**config.mk**
```make
export PLATFORM = sky130hd
export DESIGN_NAME = seg7_scan_capture_flat
export DESIGN_NICKNAME = d
export VERILOG_FILES = /design/src/rtl/seg7_pkg.sv /design/src/rtl/seg7_scan_capture_if.sv /design/src/rtl/seg7_decode.sv /design/src/rtl/seg7_scan_capture.sv /design/src/flat_wrapper.sv
export SDC_FILE = /design/constraint.sdc
export NUM_CORES = 1
export LEC_CHECK = 0
export ABC_CLOCK_PERIOD_IN_PS = 7200
export CAP_MARGIN = 0
export CORE_MARGIN = 2
export CORE_UTILIZATION = 50
export DETAILED_ROUTE_END_ITERATION = 8
export MAX_ROUTING_LAYER = met4
export PLACE_DENSITY = 0.74
export SYNTH_ARGS = -nofsm -noshare
export SYNTH_HDL_FRONTEND = slang
export SYNTH_SLANG_ARGS = --single-unit
```
**constraint.sdc**
```tcl
create_clock -name clk -period 7.2 [get_ports clk]
set_clock_uncertainty 0.1 [all_clocks]
set_input_delay 1.44 -clock clk [delete_from_list [all_inputs] [get_ports clk]]
set_output_delay 1.44 -clock clk [all_outputs]
set_load 0.1 [all_outputs]
```
**src/rtl/seg7_pkg.sv**
```systemverilog
// Shared 7-segment definitions: active-low hex patterns {a..g}, blank code,
// capture FSM state encodings and anode helpers.
package seg7_pkg;

  localparam logic [6:0] SEG_HEX [16] = '{
    7'h01, 7'h4F, 7'h12, 7'h06, 7'h4C, 7'h24, 7'h20, 7'h0F,
    7'h00, 7'h04, 7'h08, 7'h60, 7'h31, 7'h42, 7'h30, 7'h38
  };

  localparam logic [6:0] SEG_BLANK = 7'h7F;

  typedef enum logic [1:0] {
    ST_IDLE   = 2'd0,
    ST_SETTLE = 2'd1,
    ST_HOLD   = 2'd2
  } state_t;

  function automatic logic an_one_low(input logic [3:0] an);
    case (an)
      4'b1110, 4'b1101, 4'b1011, 4'b0111: return 1'b1;
      default:                            return 1'b0;
    endcase
  endfunction

  function automatic logic [1:0] an_idx(input logic [3:0] an);
    case (an)
      4'b1101: return 2'd1;
      4'b1011: return 2'd2;
      4'b0111: return 2'd3;
      default: return 2'd0;
    endcase
  endfunction

endpackage

```
**src/rtl/seg7_scan_capture_if.sv**
```systemverilog
// Multiplexed display lines (driver side) plus the decoded capture results.
// SEG7_DP_CAPTURE_EN adds the dp_mask result.
interface seg7_scan_capture_if;
  logic        an3, an2, an1, an0;
  logic        led_a, led_b, led_c, led_d, led_e, led_f, led_g;
  logic        dp;
  logic        capture_stb;
  logic [1:0]  cur_idx;
  logic [3:0]  cur_digit;
  logic        frame_valid;
  logic [15:0] digit_val;
  logic [3:0]  blank_mask;
  logic        seg_err;
  logic        anode_err;
`ifdef SEG7_DP_CAPTURE_EN
  logic [3:0]  dp_mask;
`endif

  modport master (
    output an3, an2, an1, an0,
    output led_a, led_b, led_c, led_d, led_e, led_f, led_g, dp,
    input  capture_stb, cur_idx, cur_digit, frame_valid,
    input  digit_val, blank_mask, seg_err, anode_err
`ifdef SEG7_DP_CAPTURE_EN
    , input dp_mask
`endif
  );

  modport slave (
    input  an3, an2, an1, an0,
    input  led_a, led_b, led_c, led_d, led_e, led_f, led_g, dp,
    output capture_stb, cur_idx, cur_digit, frame_valid,
    output digit_val, blank_mask, seg_err, anode_err
`ifdef SEG7_DP_CAPTURE_EN
    , output dp_mask
`endif
  );
endinterface

```
**src/rtl/seg7_decode.sv**
```systemverilog
// Combinational active-low 7-seg pattern to nibble decoder using the shared table.
module seg7_decode
  import seg7_pkg::*;
(
  input  logic [6:0] seg,
  output logic       legal,
  output logic       blank,
  output logic [3:0] nibble
);

  always_comb begin
    legal  = 1'b0;
    nibble = 4'h0;
    for (int i = 0; i < 16; i++) begin
      if (seg == SEG_HEX[i]) begin
        legal  = 1'b1;
        nibble = 4'(i);
      end
    end
    blank = (seg == SEG_BLANK);
  end

endmodule

```
**src/rtl/seg7_scan_capture.sv**
```systemverilog
// Scanned 4-digit display receiver: settles, decodes and frames the digits.
// Optional SEG7_DP_CAPTURE_EN also compares and captures the decimal point.
//
// state      | meaning
// ST_IDLE    | scan gap or no valid anode; waiting for a digit
// ST_SETTLE  | valid digit latched, counting identical cycles
// ST_HOLD    | digit sampled; waiting for the lines to change
module seg7_scan_capture
  import seg7_pkg::*;
#(
  parameter int SETTLE_CYCLES = 4
) (
  input logic           clk,
  input logic           reset,
  seg7_scan_capture_if.slave bus
);

  localparam logic [7:0] SETTLE_N = 8'(SETTLE_CYCLES);

  logic [3:0] an;
  logic [6:0] seg;
  assign an  = {bus.an3, bus.an2, bus.an1, bus.an0};
  assign seg = {bus.led_a, bus.led_b, bus.led_c, bus.led_d, bus.led_e, bus.led_f, bus.led_g};

`ifdef SEG7_DP_CAPTURE_EN
  localparam int KEY_W = 12;
  logic [KEY_W-1:0] key_now;
  assign key_now = {an, seg, bus.dp};
`else
  localparam int KEY_W = 11;
  logic [KEY_W-1:0] key_now;
  assign key_now = {an, seg};
`endif

  state_t           state;
  logic [7:0]       cnt;
  logic [KEY_W-1:0] key_lat;
  logic [3:0]       seen;
  logic [3:0]       digit_r [4];
  logic [3:0]       blank_r;

  logic        capture_stb, frame_valid, seg_err, anode_err;
  logic [1:0]  cur_idx;
  logic [3:0]  cur_digit, blank_mask;
  logic [15:0] digit_val;

  logic       dec_legal, dec_blank;
  logic [3:0] dec_nibble;

  seg7_decode u_decode (
    .seg    (seg),
    .legal  (dec_legal),
    .blank  (dec_blank),
    .nibble (dec_nibble)
  );

  // Any change from the latched lines is handled exactly as if seen from IDLE.
  logic       an_ok, an_bad, fresh, do_sample, cap_ok;
  logic [1:0] idx;
  logic [7:0] cnt_nxt;
  logic [3:0] cap_set;

  always_comb begin
    an_ok     = an_one_low(an);
    an_bad    = !an_ok && (an != 4'hF);
    idx       = an_idx(an);
    fresh     = (state == ST_IDLE) || (key_now != key_lat);
    cnt_nxt   = fresh ? 8'd1 : cnt + 8'd1;
    do_sample = an_ok && (fresh || state == ST_SETTLE) && (cnt_nxt == SETTLE_N);
    cap_ok    = do_sample && (dec_legal || dec_blank);
    cap_set   = cap_ok ? (4'b0001 << idx) : 4'b0000;
  end

`ifdef SEG7_DP_CAPTURE_EN
  logic [3:0] dp_r, dp_mask;
  assign bus.dp_mask = dp_mask;
`endif

  always_ff @(posedge clk) begin
    if (reset) begin
      state       <= ST_IDLE;
      cnt         <= 8'd0;
      key_lat     <= '0;
      seen        <= 4'b0000;
      digit_r     <= '{default: 4'h0};
      blank_r     <= 4'b0000;
      capture_stb <= 1'b0;
      cur_idx     <= 2'd0;
      cur_digit   <= 4'h0;
      frame_valid <= 1'b0;
      digit_val   <= 16'h0000;
      blank_mask  <= 4'b0000;
      seg_err     <= 1'b0;
      anode_err   <= 1'b0;
`ifdef SEG7_DP_CAPTURE_EN
      dp_r        <= 4'b0000;
      dp_mask     <= 4'b0000;
`endif
    end else begin
      capture_stb <= cap_ok;
      seg_err     <= do_sample && !(dec_legal || dec_blank);
      anode_err   <= fresh && an_bad;
      frame_valid <= (seen == 4'hF);

      if (fresh) begin
        if (an_ok) begin
          key_lat <= key_now;
          cnt     <= cnt_nxt;
          state   <= do_sample ? ST_HOLD : ST_SETTLE;
        end else begin
          cnt     <= 8'd0;
          state   <= ST_IDLE;
        end
      end else if (state == ST_SETTLE) begin
        cnt <= cnt_nxt;
        if (do_sample) state <= ST_HOLD;
      end

      if (cap_ok) begin
        cur_idx      <= idx;
        cur_digit    <= dec_nibble;
        digit_r[idx] <= dec_nibble;
        blank_r[idx] <= dec_blank;
`ifdef SEG7_DP_CAPTURE_EN
        dp_r[idx]    <= ~bus.dp;
`endif
      end

      // A capture landing on the launch cycle seeds the next frame.
      if (seen == 4'hF) begin
        seen       <= cap_set;
        digit_val  <= {digit_r[3], digit_r[2], digit_r[1], digit_r[0]};
        blank_mask <= blank_r;
`ifdef SEG7_DP_CAPTURE_EN
        dp_mask    <= dp_r;
`endif
      end else begin
        seen <= seen | cap_set;
      end
    end
  end

  assign bus.capture_stb = capture_stb;
  assign bus.cur_idx     = cur_idx;
  assign bus.cur_digit   = cur_digit;
  assign bus.frame_valid = frame_valid;
  assign bus.digit_val   = digit_val;
  assign bus.blank_mask  = blank_mask;
  assign bus.seg_err     = seg_err;
  assign bus.anode_err   = anode_err;

endmodule

```
**src/flat_wrapper.sv**
```systemverilog
// flat-port wrapper written by rule: the top's interface ports become plain ports
module seg7_scan_capture_flat import seg7_pkg::*;
#(
  parameter int SETTLE_CYCLES = 4
)
  (clk, reset, bus_an3, bus_an2, bus_an1, bus_an0, bus_led_a, bus_led_b, bus_led_c, bus_led_d, bus_led_e, bus_led_f, bus_led_g, bus_dp, bus_capture_stb, bus_cur_idx, bus_cur_digit, bus_frame_valid, bus_digit_val, bus_blank_mask, bus_seg_err, bus_anode_err);
  seg7_scan_capture_if bus_i ();
  input logic clk;
  input logic reset;
  input wire logic [$bits(bus_i.an3)-1:0] bus_an3;
  input wire logic [$bits(bus_i.an2)-1:0] bus_an2;
  input wire logic [$bits(bus_i.an1)-1:0] bus_an1;
  input wire logic [$bits(bus_i.an0)-1:0] bus_an0;
  input wire logic [$bits(bus_i.led_a)-1:0] bus_led_a;
  input wire logic [$bits(bus_i.led_b)-1:0] bus_led_b;
  input wire logic [$bits(bus_i.led_c)-1:0] bus_led_c;
  input wire logic [$bits(bus_i.led_d)-1:0] bus_led_d;
  input wire logic [$bits(bus_i.led_e)-1:0] bus_led_e;
  input wire logic [$bits(bus_i.led_f)-1:0] bus_led_f;
  input wire logic [$bits(bus_i.led_g)-1:0] bus_led_g;
  input wire logic [$bits(bus_i.dp)-1:0] bus_dp;
  output wire logic [$bits(bus_i.capture_stb)-1:0] bus_capture_stb;
  output wire logic [$bits(bus_i.cur_idx)-1:0] bus_cur_idx;
  output wire logic [$bits(bus_i.cur_digit)-1:0] bus_cur_digit;
  output wire logic [$bits(bus_i.frame_valid)-1:0] bus_frame_valid;
  output wire logic [$bits(bus_i.digit_val)-1:0] bus_digit_val;
  output wire logic [$bits(bus_i.blank_mask)-1:0] bus_blank_mask;
  output wire logic [$bits(bus_i.seg_err)-1:0] bus_seg_err;
  output wire logic [$bits(bus_i.anode_err)-1:0] bus_anode_err;
  assign bus_i.an3 = bus_an3;
  assign bus_i.an2 = bus_an2;
  assign bus_i.an1 = bus_an1;
  assign bus_i.an0 = bus_an0;
  assign bus_i.led_a = bus_led_a;
  assign bus_i.led_b = bus_led_b;
  assign bus_i.led_c = bus_led_c;
  assign bus_i.led_d = bus_led_d;
  assign bus_i.led_e = bus_led_e;
  assign bus_i.led_f = bus_led_f;
  assign bus_i.led_g = bus_led_g;
  assign bus_i.dp = bus_dp;
  assign bus_capture_stb = bus_i.capture_stb;
  assign bus_cur_idx = bus_i.cur_idx;
  assign bus_cur_digit = bus_i.cur_digit;
  assign bus_frame_valid = bus_i.frame_valid;
  assign bus_digit_val = bus_i.digit_val;
  assign bus_blank_mask = bus_i.blank_mask;
  assign bus_seg_err = bus_i.seg_err;
  assign bus_anode_err = bus_i.anode_err;
  seg7_scan_capture #(.SETTLE_CYCLES(SETTLE_CYCLES)) u_core (.clk(clk), .reset(reset), .bus(bus_i));
endmodule
```
**Yosys cells after proc, flatten, opt, wreduce, memory -nomap -nowiden**

Index checks and enable logic that the tools add are counted.

- Flip-flop bits (word level): 75
- Bits of input ports: 14

- $add $sub $neg: 1
- Magnitude comparators: 4
- Equal/unequal tests: 25
- Shifts and indexed selects: 1
- Multiplexer cells: 50
- Bitwise operators: 2
- Reductions and logical operators: 20

Operator list:

| cell | number |
|---|---|
| $mux 4 | 17 |
| $eq 7x6->1 const B | 5 |
| $eq 7x7->1 const B | 5 |
| $mux 8 | 4 |
| $mux 1 | 19 |
| $bwmux 16 | 1 |
| $eq 4x4->1 const B | 4 |
| $eq 7x3->1 const B | 2 |
| $eq 7x4->1 const B | 2 |
| $ne 11x11->1 | 1 |
| $mux 2 | 5 |
| $add 8x1->8 const B | 1 |
| $demux 4 s2 | 1 |
| $eq 8x3->1 const B | 1 |
| $logic_and 1x1->1 | 8 |
| $eq 7x1->1 const B | 1 |
| $eq 7x5->1 const B | 1 |
| $logic_not 7->1 | 1 |
| $pmux 2 s3 | 1 |
| $bwmux 4 | 1 |
| $eq 4x3->1 const B | 1 |
| $ne 4x4->1 const B | 1 |
| $or 4x4->4 | 1 |
| $reduce_and 2->1 | 2 |
| other kinds (13) | 17 |

**Logic depth before layout (Yosys ltp)**

- Depth in word-level cells: 22
- Mapped depth: 9
- Mapped depth without buffers: 7

**By module**

A second synthesis with hierarchy kept.

- Cells, all modules: 405
- Area, all modules: 3562.2 µm²

By module, submodules not included:

| module | times used | cells an instance | area an instance (µm²) |
|---|---|---|---|
| seg7_scan_capture | 1 | 344 | 3166.8 |
| seg7_decode | 1 | 61 | 395.4 |

**Worst setup path before layout**

Ideal clock, no wire load.

- Path type: input to register
- From: input port bus_led_e
- To: register u_core.blank_r[3]
- Setup time: 0.072 ns
- Arrival time: 3.125 ns
- Setup slack: 3.903 ns
- Stages on the path: 8
- Buffers on the path: 2
- Path through: buf_2 or4_1 a211o_1 o311a_2 nand3b_4 and4b_1 buf_6 mux2i_1

- Cells in the longest elaborated chain, start to end: 19
- Elaborated cells on any way between the ends: 43
- Classes of those cells: eq/ne (18); mux (18); reduce/logical (7)

Ends and longest elaborated chain:

| item | line | text |
|---|---|---|
| start: declaration | flat_wrapper.sv:18 | `input wire logic [$bits(bus_i.led_e)-1:0] bus_led_e;` |
| $eq 7x1->1 | seg7_decode.sv:15 | `if (seg == SEG_HEX[i]) begin` |
| $mux 1 (16 in a row) | seg7_decode.sv:15 |  |
| $logic_or 1x1->1 | seg7_scan_capture.sv:70 | `cap_ok = do_sample && (dec_legal \|\| dec_blank);` |
| $logic_and 1x1->1 | seg7_scan_capture.sv:70 |  |
| end signal: indexed assignment | seg7_scan_capture.sv:123 | `blank_r[idx] <= dec_blank;` |
| end: declaration | seg7_scan_capture.sv:40 | `logic [3:0] blank_r;` |

Several ways; a longest one is shown, not always the timed one.
A chain may end at the register's enable or synchronous reset.

**Worst setup path after layout**

- From: input port bus_led_f
- To: register u_core.digit_r[0] in the netlist's numbering

- Cells in the longest elaborated chain, start to end: 19
- Elaborated cells on any way between the ends: 58
- Classes of those cells: eq/ne (18); mux (33); reduce/logical (7)

Ends and longest elaborated chain:

| item | line | text |
|---|---|---|
| start: declaration | flat_wrapper.sv:19 | `input wire logic [$bits(bus_i.led_f)-1:0] bus_led_f;` |
| $eq 7x1->1 | seg7_decode.sv:15 |  |
| $mux 1 (16 in a row) | seg7_decode.sv:15 |  |
| $logic_or 1x1->1 | seg7_scan_capture.sv:70 |  |
| $logic_and 1x1->1 | seg7_scan_capture.sv:70 |  |
| end signal: indexed assignment | seg7_scan_capture.sv:122 | `digit_r[idx] <= dec_nibble;` |
| end: declaration | seg7_scan_capture.sv:39 | `logic [3:0] digit_r [4];` |

Several ways; a longest one is shown, not always the timed one.

==> impl_metrics.json <==
{
  "run_status": "finished clean",
  "antenna_left": 0,
  "pre_cts_ws_ns": 2.73,
  "leakage_nw": 1.63,
  "wl_mm": 7.48,
  "rows": 31,
  "final.setup.worst_slack_ns": 3.07,
  "cts.clk_slew.worst_paths_ns": 0.08,
  "endpoint_kind": "flip-flop",
  "worstMarginPinSlew_ns": 1.05,
  "r2r_cells": 6,
  "reg2reg_to": "u_core.digit_r[0]",
  "finalSetupViolCount": 0,
  "clockBufferDepth": 2,
  "synth_fp_nets": 426,
  "critPathKind": "input pin to flip-flop",
  "ys_warn_count": 0,
  "netlist_area_mm2": 0.00362,
  "h-tree-depth": 3,
  "place_hpwl_mm": 5.06,
  "synth_edf_count": 0,
  "cts-resized-gates": 0,
  "nets": 448,
  "synth_seq_cells": 75,
  "grt_max_degree": 80,
  "via_per_inst": 5.46,
  "drive_gt1_share_pct": 7.31,
  "clock_latency_ns": 0.35,
  "drc": 0,
  "grt_use_total_pct": 20.6,
  "antenna_found_initial": 0,
  "r2r_start": "u_core.key_lat[5]",
  "fin_crit_ns": 4.13,
  "cp-startpoint": "bus_led_f",
  "syn_area_per_cell_um2": 8.82,
  "final_cell_mix": "dfxtp_1 (75), nand2_1 (60), clkdlybuf4s50_1 (41)",
  "synth_ff_type": "dfxtp_1",
  "portBuffers": 42,
  "clockRootBuffer": "clkbuf_8",
  "async_flop_share_pct": 0,
  "clkSinkCount": 75,
  "startpoint_type": "input pin",
  "wl_per_cell_um": 13.9,
  "slew_headroom_pct": 29.5,
  "hold_buffers": 0,
  "hold_viol": 0,
  "rsz0062_at_grt": "no",
  "dr.pass1.iters": 4,
  "initial_core_util_pct": 50.8,
  "final_common_cell": "dfxtp_1",
  "grt_pass1_vias": 2561,
  "max_freq_mhz": 242,
  "yosysSeqAreaShare_pct": 41.4,
  "drv_slew": 0,
  "min_period_over_period_pct": 57.4,
  "rrSetupSlack_ns": 4.67,
  "grt_overflow": 0,
  "synth_cell_type_count": 59,
  "drt_first_iter_violations": 125,
  "critical_path.endpoint": "u_core.digit_r[0]",
  "antennaDiodeCount": 0,
  "cts_tree": "built",
  "crit_required_ns": 7.38,
  "core-area_mm2": 0.00714,
  "fin_tns_setup_ns": 0,
  "hold_path_class": "flip-flop to flip-flop",
  "hold_slack_ns": 0.357,
  "ir_worst_vdd_mv": 0.0934,
  "fill_cells": 672,
  "area_delta_synth_final_pct": 17.1,
  "cp.arrival_ns": 4.31,
  "num_io_pins": 44,
  "gp_congestion": 0.854,
  "dr_total_vias": 2933,
  "grt_pass1_wl_mm": 12.3,
  "p_per_area_mw_per_mm2": 204,
  "die_h_um": 89.1,
  "fp.dieW_um": 89.1,
  "post_cts_buffers": 0,
  "crit_fanout": 16,
  "die_area_mm2": 0.00795,
  "maxCapViolations": 0,
  "synthCells": 411,
  "numCtsBuffers": 9
}
==> cells by family (layout without fill, tap and decap cells) <==
kind of cell,count (synthesis),after routing,synth area share [%]
compound gates,75,75,12.9
flops,75,75,41.4
simple gates,174,174,27.1
mux,36,36,9.94
xor+xnor,15,15,3.62
buf+inv,35,62,4.69
fa+ha+maj,1,1,0.345
==> per-layer routing <==
metal / vias to the layer above / global-route usage (%) / share of wire, %
met2: 41 / 31.4 / 48
li1: 1477 / - / -
met4: 0 / 7.60 / 1.5
met5: - / - / 0
met3: 11 / 4.89 / 3.3
met1: 1404 / 26.7 / 47
==> worst max-delay path, cell delays in order <==
cell and delay, ns:
clkdlybuf4s50_1 0.82, xor2_1 0.19, nor4_4 0.40, nand3_1 0.19, and4b_1 0.55, and4b_1 0.50, mux2i_1 0.23
==> Yosys cell counts (2+ instances only) <==
cell	count	share of area [%]
a31oi_1	6	1.0
a311oi_1	2	0.48
o21ai_0	8	1.1
or3_1	2	0.35
or2_2	2	0.35
nand3_1	4	0.55
o21bai_1	2	0.41
o41ai_1	2	0.48
mux2i_1	36	9.9
inv_1	3	0.31
nor3b_1	2	0.41
or4_1	3	0.62
nand3_2	3	0.83
clkbuf_1	19	2.0
o21a_1	4	0.83
a211o_1	2	0.48
buf_6	2	0.62
and4b_1	4	1.1
nand2_1	60	6.2
a21oi_1	37	5.1
nand2b_1	27	4.7
nor2_1	29	3.0
nor4_1	2	0.35
buf_2	7	0.97
xor2_1	14	3.4
and3_1	5	0.86
nand4_1	6	1.0
nor2b_1	4	0.69
nor4_4	2	1.2
nor3_1	6	0.83
dfxtp_1	75	41
buf_4	4	0.83
==> registers in the layout, indices dropped and copies added, names as in the netlist <==
name / count
u_core.bus.digit_val: 16
u_core.digit_r: 16
u_core.key_lat: 11
u_core.cnt: 8
u_core.blank_r: 4
u_core.bus.blank_mask: 4
u_core.bus.cur_digit: 4
u_core.seen: 4
u_core.bus.cur_idx: 2
u_core.state: 2
u_core.bus.anode_err: 1
u_core.bus.capture_stb: 1
u_core.bus.frame_valid: 1
u_core.bus.seg_err: 1
==> worst min path at each step <==
| stage | start | endpoint | slack [ns] | depth (start not counted) |
|---|---|---|---|---|
| floorplan | u_core.blank_r[0] | u_core.bus.blank_mask[0] | 0.33 | 2 |
| global placement | u_core.digit_r[14] | u_core.bus.digit_val[2] | 0.34 | 2 |
| detailed placement | u_core.bus.digit_val[10] | u_core.bus.digit_val[10] | 0.35 | 2 |
| CTS | u_core.digit_r[2] | u_core.bus.digit_val[14] | 0.36 | 2 |
| global route | u_core.bus.digit_val[11] | u_core.bus.digit_val[11] | 0.37 | 2 |
| finish | u_core.bus.digit_val[10] | u_core.bus.digit_val[10] | 0.36 | 2 |
==> final cells by class <==
type	count	area, um^2	share of cell area [%]
sequential	75	1500	35.4
multi-input combinational	301	1950	46.0
inverter	3	11.3	0.265
tap	99	124	2.92
timing repair buffer	43	423	9.96
clock buffer	10	138	3.24
clock inverter	6	95.1	2.24
==> metrics by stage <==
stage          total power [mW]  cells  utilization, %  instance area (um^2)
6_report                  0.865    537            59.5                  4250
5_1_grt                   0.901    537            59.5                  4250
4_1_cts                   0.874    537            59.5                  4250
3_5_place_dp              0.504    521            56.2                  4010
3_3_place_gp              0.502    521            56.2                  4010
2_1_floorplan             0.489    411               -                  3620
==> power by group <==
group / total, mW / internal, mW / switching [mW]
Combinational: 0.0697 / 0.0270 / 0.0427
Sequential: 0.424 / 0.420 / 0.00433
Clock: 0.371 / 0.208 / 0.163
Total: 0.865 / 0.655 / 0.210
No activity file was read; power rests on OpenSTA's default activity.
==> RTL edit 1 (same flow settings) <==
The 3 states of `state_t` get a one-hot encoding in 3 bits.
--- a/src/rtl/seg7_pkg.sv
+++ b/src/rtl/seg7_pkg.sv
@@ -9,10 +9,10 @@
 
   localparam logic [6:0] SEG_BLANK = 7'h7F;
 
-  typedef enum logic [1:0] {
-    ST_IDLE   = 2'd0,
-    ST_SETTLE = 2'd1,
-    ST_HOLD   = 2'd2
+  typedef enum logic [2:0] {
+    ST_IDLE   = 3'b001,
+    ST_SETTLE = 3'b010,
+    ST_HOLD   = 3'b100
   } state_t;
 
   function automatic logic an_one_low(input logic [3:0] an);
Behaviour: same outputs for any inputs over 10 cycles, from zero or initial values and one cycle with reset high; not proved beyond that.
==> RTL edit 1 against the unedited design <==
- core utilization rose by 1.9 points
- area after synthesis fell by 1.1%
- via count fell by 0.17%
- die area fell by 1.0%
- wire length fell by 1.3%
- largest power group unchanged
- cell area fell by 0.71%
- critical path depth did not move
- worst setup slack improved by 0.078 ns
- global-route usage fell by 0.25 points
- largest cell class unchanged
- register-to-register slack got worse by 0.35 ns
- sequential cell count rose by 1
- power fell by 4.2%
==> RTL edit 1: results (changes against the unedited design) <==
{
  "status": "completed",
  "postRouteWirelength": {"value": 7380, "unit": "um", "change": "-1.3%"},
  "nFillCells": {"value": 619, "change": "-7.9%"},
  "power-per-cell-area": {"value": 197, "unit": "nW/um^2", "change": "-3.6%"},
  "final-clk-cell-share": {"value": 0.0490, "change": "-0.00584"},
  "post_synth_num_cell_types": {"value": 55, "change": "-6.8%"},
  "globalRouteTotalUtil": {"value": 0.204, "change": "-0.00250"},
  "placed_cells": {"value": 524, "change": "+0.58%"},
  "yosys.area_share.xor_xnor": {"value": 0.0562, "change": "+0.0199"},
  "worstReg2RegEnd": "u_core.digit_r[6]",
  "placement_rows": {"value": 30, "change": "-3.2%"},
  "drt-wirelength-per-cell": {"value": 13.7, "unit": "um", "change": "-1.8%"},
  "first_global_vias": {"value": 2674, "change": "+4.4%"},
  "multi_input_comb_cells": {"value": 306, "change": "+1.7%"},
  "hold_ws": {"value": 0.349, "unit": "ns", "change": "-0.00770 ns"},
  "inverters_excl_clock": {"value": 2, "change": "-1"},
  "ys_top_cells_by_count": "dfxtp_1, nand2_1, a21oi_1, mux2i_1, nor2_1",
  "grt.met2_usage": {"value": 0.337, "change": "+0.0227"},
  "worst_r2r_path_depth": {"value": 7, "change": "+1"},
  "globalplace.congestion": {"value": 0.790, "change": "-7.4%"},
  "timing.slew.headroom": {"value": 0.272, "change": "-0.0228"},
  "met3WireLength": {"value": 275, "unit": "um", "change": "+11%"},
  "globalRouteMet1Util": {"value": 0.255, "change": "-0.0125"},
  "fin_nets": {"value": 454, "change": "+1.3%"},
  "ys_top_cells_by_area": "dfxtp_1, mux2i_1, nand2_1",
  "synth_adder_area_share": {"value": 0.00349, "change": "+0.0000373"},
  "final_critical_path_setup_slack": {"value": 3.14, "unit": "ns", "change": "+0.0780 ns"},
  "critical_path.max_fanout": {"value": 17, "change": "+1"},
  "met2_wirelength": {"value": 3540, "unit": "um", "change": "-1.6%"},
  "buffers": {"value": 44, "change": "+2.3%"},
  "critical_path.reg2reg.startpoint": "u_core.cnt[0]",
  "met3_usage": {"value": 0.0476, "change": "-0.00136"},
  "worst_ep_arrival_time": {"value": 4.22, "unit": "ns", "change": "-0.09 ns"},
  "powerSeq": {"value": 0.429, "unit": "mW", "change": "+1%"},
  "post_synth_inst_count": {"value": 414, "change": "+0.73%"},
  "area_occupied_by_registers": {"value": 1520, "unit": "sq um", "change": "+1.3%"},
  "synth_mux_area_frac": {"value": 0.0809, "change": "-0.0185"},
  "post-place-ws": {"value": 2.86, "unit": "ns", "change": "+0.130 ns"},
  "multi_input_area_share": {"value": 0.458, "change": "-0.00236"},
  "fin_util": {"value": 0.614, "change": "+0.0188"}
}
## RTL edit 1: cell families (layout without fill, tap and decap cells)
group | count (synthesis) | in the layout
and+or+nand+nor | 183 | 183
AOI/OAI and AO/OA | 70 | 70
buffers and inverters | 32 | 62
muxes | 29 | 29
DFF | 76 | 76
adders and majority gates | 1 | 1
xor gates and xnor gates | 23 | 23
## RTL edit 1: worst max-delay path, cell delays in order
cell and delay, ns:
clkdlybuf4s50_1 0.68, or4b_4 0.61, or3_1 0.38, and4b_1 0.20, and2_4 0.22, nor3b_4 0.42, mux2i_1 0.25
## RTL edit 1: worst min-delay path by stage
stage                             startpoint                        to
after floorplan            u_core.digit_r[7]  u_core.bus.digit_val[11]
after global placement     u_core.blank_r[3]  u_core.bus.blank_mask[3]
after detailed placement   u_core.digit_r[0]  u_core.bus.digit_val[12]
after CTS                 u_core.digit_r[13]   u_core.bus.digit_val[1]
after global routing      u_core.digit_r[13]   u_core.bus.digit_val[1]
final                     u_core.digit_r[13]   u_core.bus.digit_val[1]
==> RTL edit 2 (same flow settings) <==
Made on the original files. Make the reset (`reset`) asynchronous in one clocked block.
--- a/src/rtl/seg7_scan_capture.sv
+++ b/src/rtl/seg7_scan_capture.sv
@@ -76,7 +76,7 @@
   assign bus.dp_mask = dp_mask;
 `endif
 
-  always_ff @(posedge clk) begin
+  always_ff @(posedge clk or posedge reset) begin
     if (reset) begin
       state       <= ST_IDLE;
       cnt         <= 8'd0;
Check against the original RTL: differs if reset is asserted again (counterexample within 4 cycles, from zero or initial values and one cycle with reset high); with reset held inactive, the same outputs for 10 cycles.
==> RTL edit 2 against the unedited design <==
- area after synthesis grew 1.5%
- critical path depth grew 1
- highest routed layer unchanged
- clock power fell by 5%
- worst setup slack got worse by 0.45 ns
- global-route usage decreased by 0.68 points
- sequential cell count unchanged
- cell area rose by 3.0%
- wire length fell by 3.7%
- power rose by 3.0%
==> RTL edit 2: results (changes against the unedited design) <==
{
  "dominant_register_cell_in_the_synthesized_netlist": "dfrtp_1",
  "grt_max_degree": {"value": 76, "change": "-5.0%"},
  "nFillCells": {"value": 590, "change": "-12%"},
  "synth_compound_area_frac": {"value": 0.113, "change": "-0.0155"},
  "cellLeakagePower": {"value": 2.04, "unit": "nW", "change": "+25%"},
  "status": "completed",
  "post-place-ws": {"value": 2.22, "unit": "ns", "change": "-0.508 ns"},
  "cts_buffer_depth": {"value": 2, "change": "unchanged"},
  "critical_path.max_fanout": {"value": 18, "change": "+2"},
  "first_global_vias": {"value": 2576, "change": "+0.59%"},
  "ys_top_cells_by_count": "dfrtp_1, nand2_1, mux2_2, nor2_1, clkbuf_1",
  "number_of_drc_markers_after_the_initial_detailed_route_iteration": {"value": 145, "change": "+16%"},
  "synthesis.nets": {"value": 364, "change": "-15%"},
  "worst_ep_arrival_time": {"value": 4.71, "unit": "ns", "change": "+0.40 ns"},
  "grt_pass1_wl": {"value": 12600, "unit": "um", "change": "+2.9%"},
  "max-vdd-ir-drop": {"value": 139, "unit": "uV", "change": "+49%"},
  "async_reset_ff_frac": {"value": 1.00, "change": "+1.00"},
  "ys_top_cells_by_area": "dfrtp_1, mux2_2, nand2_1",
  "synth_seq_area_share": {"value": 0.510, "change": "+0.0958"},
  "fin_nets": {"value": 399, "change": "-11%"},
  "postRouteWirelength": {"value": 7200, "unit": "um", "change": "-3.7%"},
  "post_dp_cell_area": {"value": 4160, "unit": "sq um", "change": "+3.6%"},
  "yosys.area_share.xor_xnor": {"value": 0.0357, "change": "-0.000542"},
  "globalRouteTotalUtil": {"value": 0.199, "change": "-0.00683"},
  "globalplace.congestion": {"value": 0.797, "change": "-6.6%"},
  "post_route_cells_drive_above_1_share": {"value": 0.170, "change": "+0.0970"},
  "hpwlAfterDp": {"value": 4780, "unit": "um", "change": "-5.6%"},
  "synth_mux_area_frac": {"value": 0.113, "change": "+0.0135"}
}
-- RTL edit 2: critical path, delay by kind of cell --
family                 cells  cell delay [ns]
AO/OA/AOI/OAI              1             0.42
XOR/XNOR                   1             0.18
buffers and inverters      2             1.12
multiplexers               1             0.39
AND/OR/NAND/NOR            3             1.14
-- RTL edit 2: final cells by class --
type                            count  area [sq um]  area share
Clock buffer                        9           124      0.0283
Clock inverter                      6          90.1      0.0206
Inverter                            7          26.3     0.00601
Multi-Input combinational cell    245          1680       0.385
Sequential cell                    75          1880       0.429
Tap cell                           99           124      0.0283
Timing Repair Buffer               46           450       0.103
-- RTL edit 2: cell families (layout without fill, tap and decap cells) --
logic type,after synthesis,after routing
buf+inv,29,68
simple gates,137,137
mux,37,37
fa+ha+maj,2,2
flops,75,75
compound gates,54,54
xor+xnor,15,15
-- RTL edit 2: routing by layer --
metal  GRT usage  vias to the layer above  share of wire
li1            -                     1281              -
met1       0.274                     1308           0.48
met2       0.292                       68           0.47
met3      0.0427                       13          0.035
met4      0.0808                        0          0.018
met5           -                        -              0
-- RTL edit 2: power breakdown --
| part | total [mW] | switching (mW) | internal, mW |
|---|---|---|---|
| Sequential | 0.449 | 0.0126 | 0.437 |
| Combinational | 0.0881 | 0.0475 | 0.0407 |
| Clock | 0.353 | 0.159 | 0.194 |
-- RTL edit 2: path summary, 6_finish.rpt --
path,startpoint,end,slack (ns),depth (start not counted)
worst min-delay path,u_core.blank_r[2],u_core.bus.blank_mask[2],0.36,2
min in group asynchronous,reset,u_core.digit_r[2],1.61,3
worst min register to register,u_core.blank_r[2],u_core.bus.blank_mask[2],0.36,2
max in group asynchronous,reset,u_core.bus.blank_mask[0],4.79,3
worst max register to register,u_core.cnt[0],u_core.digit_r[3],3.92,8
worst max-delay path,bus_led_a,u_core.digit_r[3],2.62,8
-- RTL edit 2: stage by stage --
step / cells / hold slack (ns)
after detailed placement: 472 / 0.353
final: 487 / 0.360
after CTS: 487 / 0.375
after global routing: 487 / 0.394
after floorplan: 349 / 0.335
after global placement: 472 / 0.351
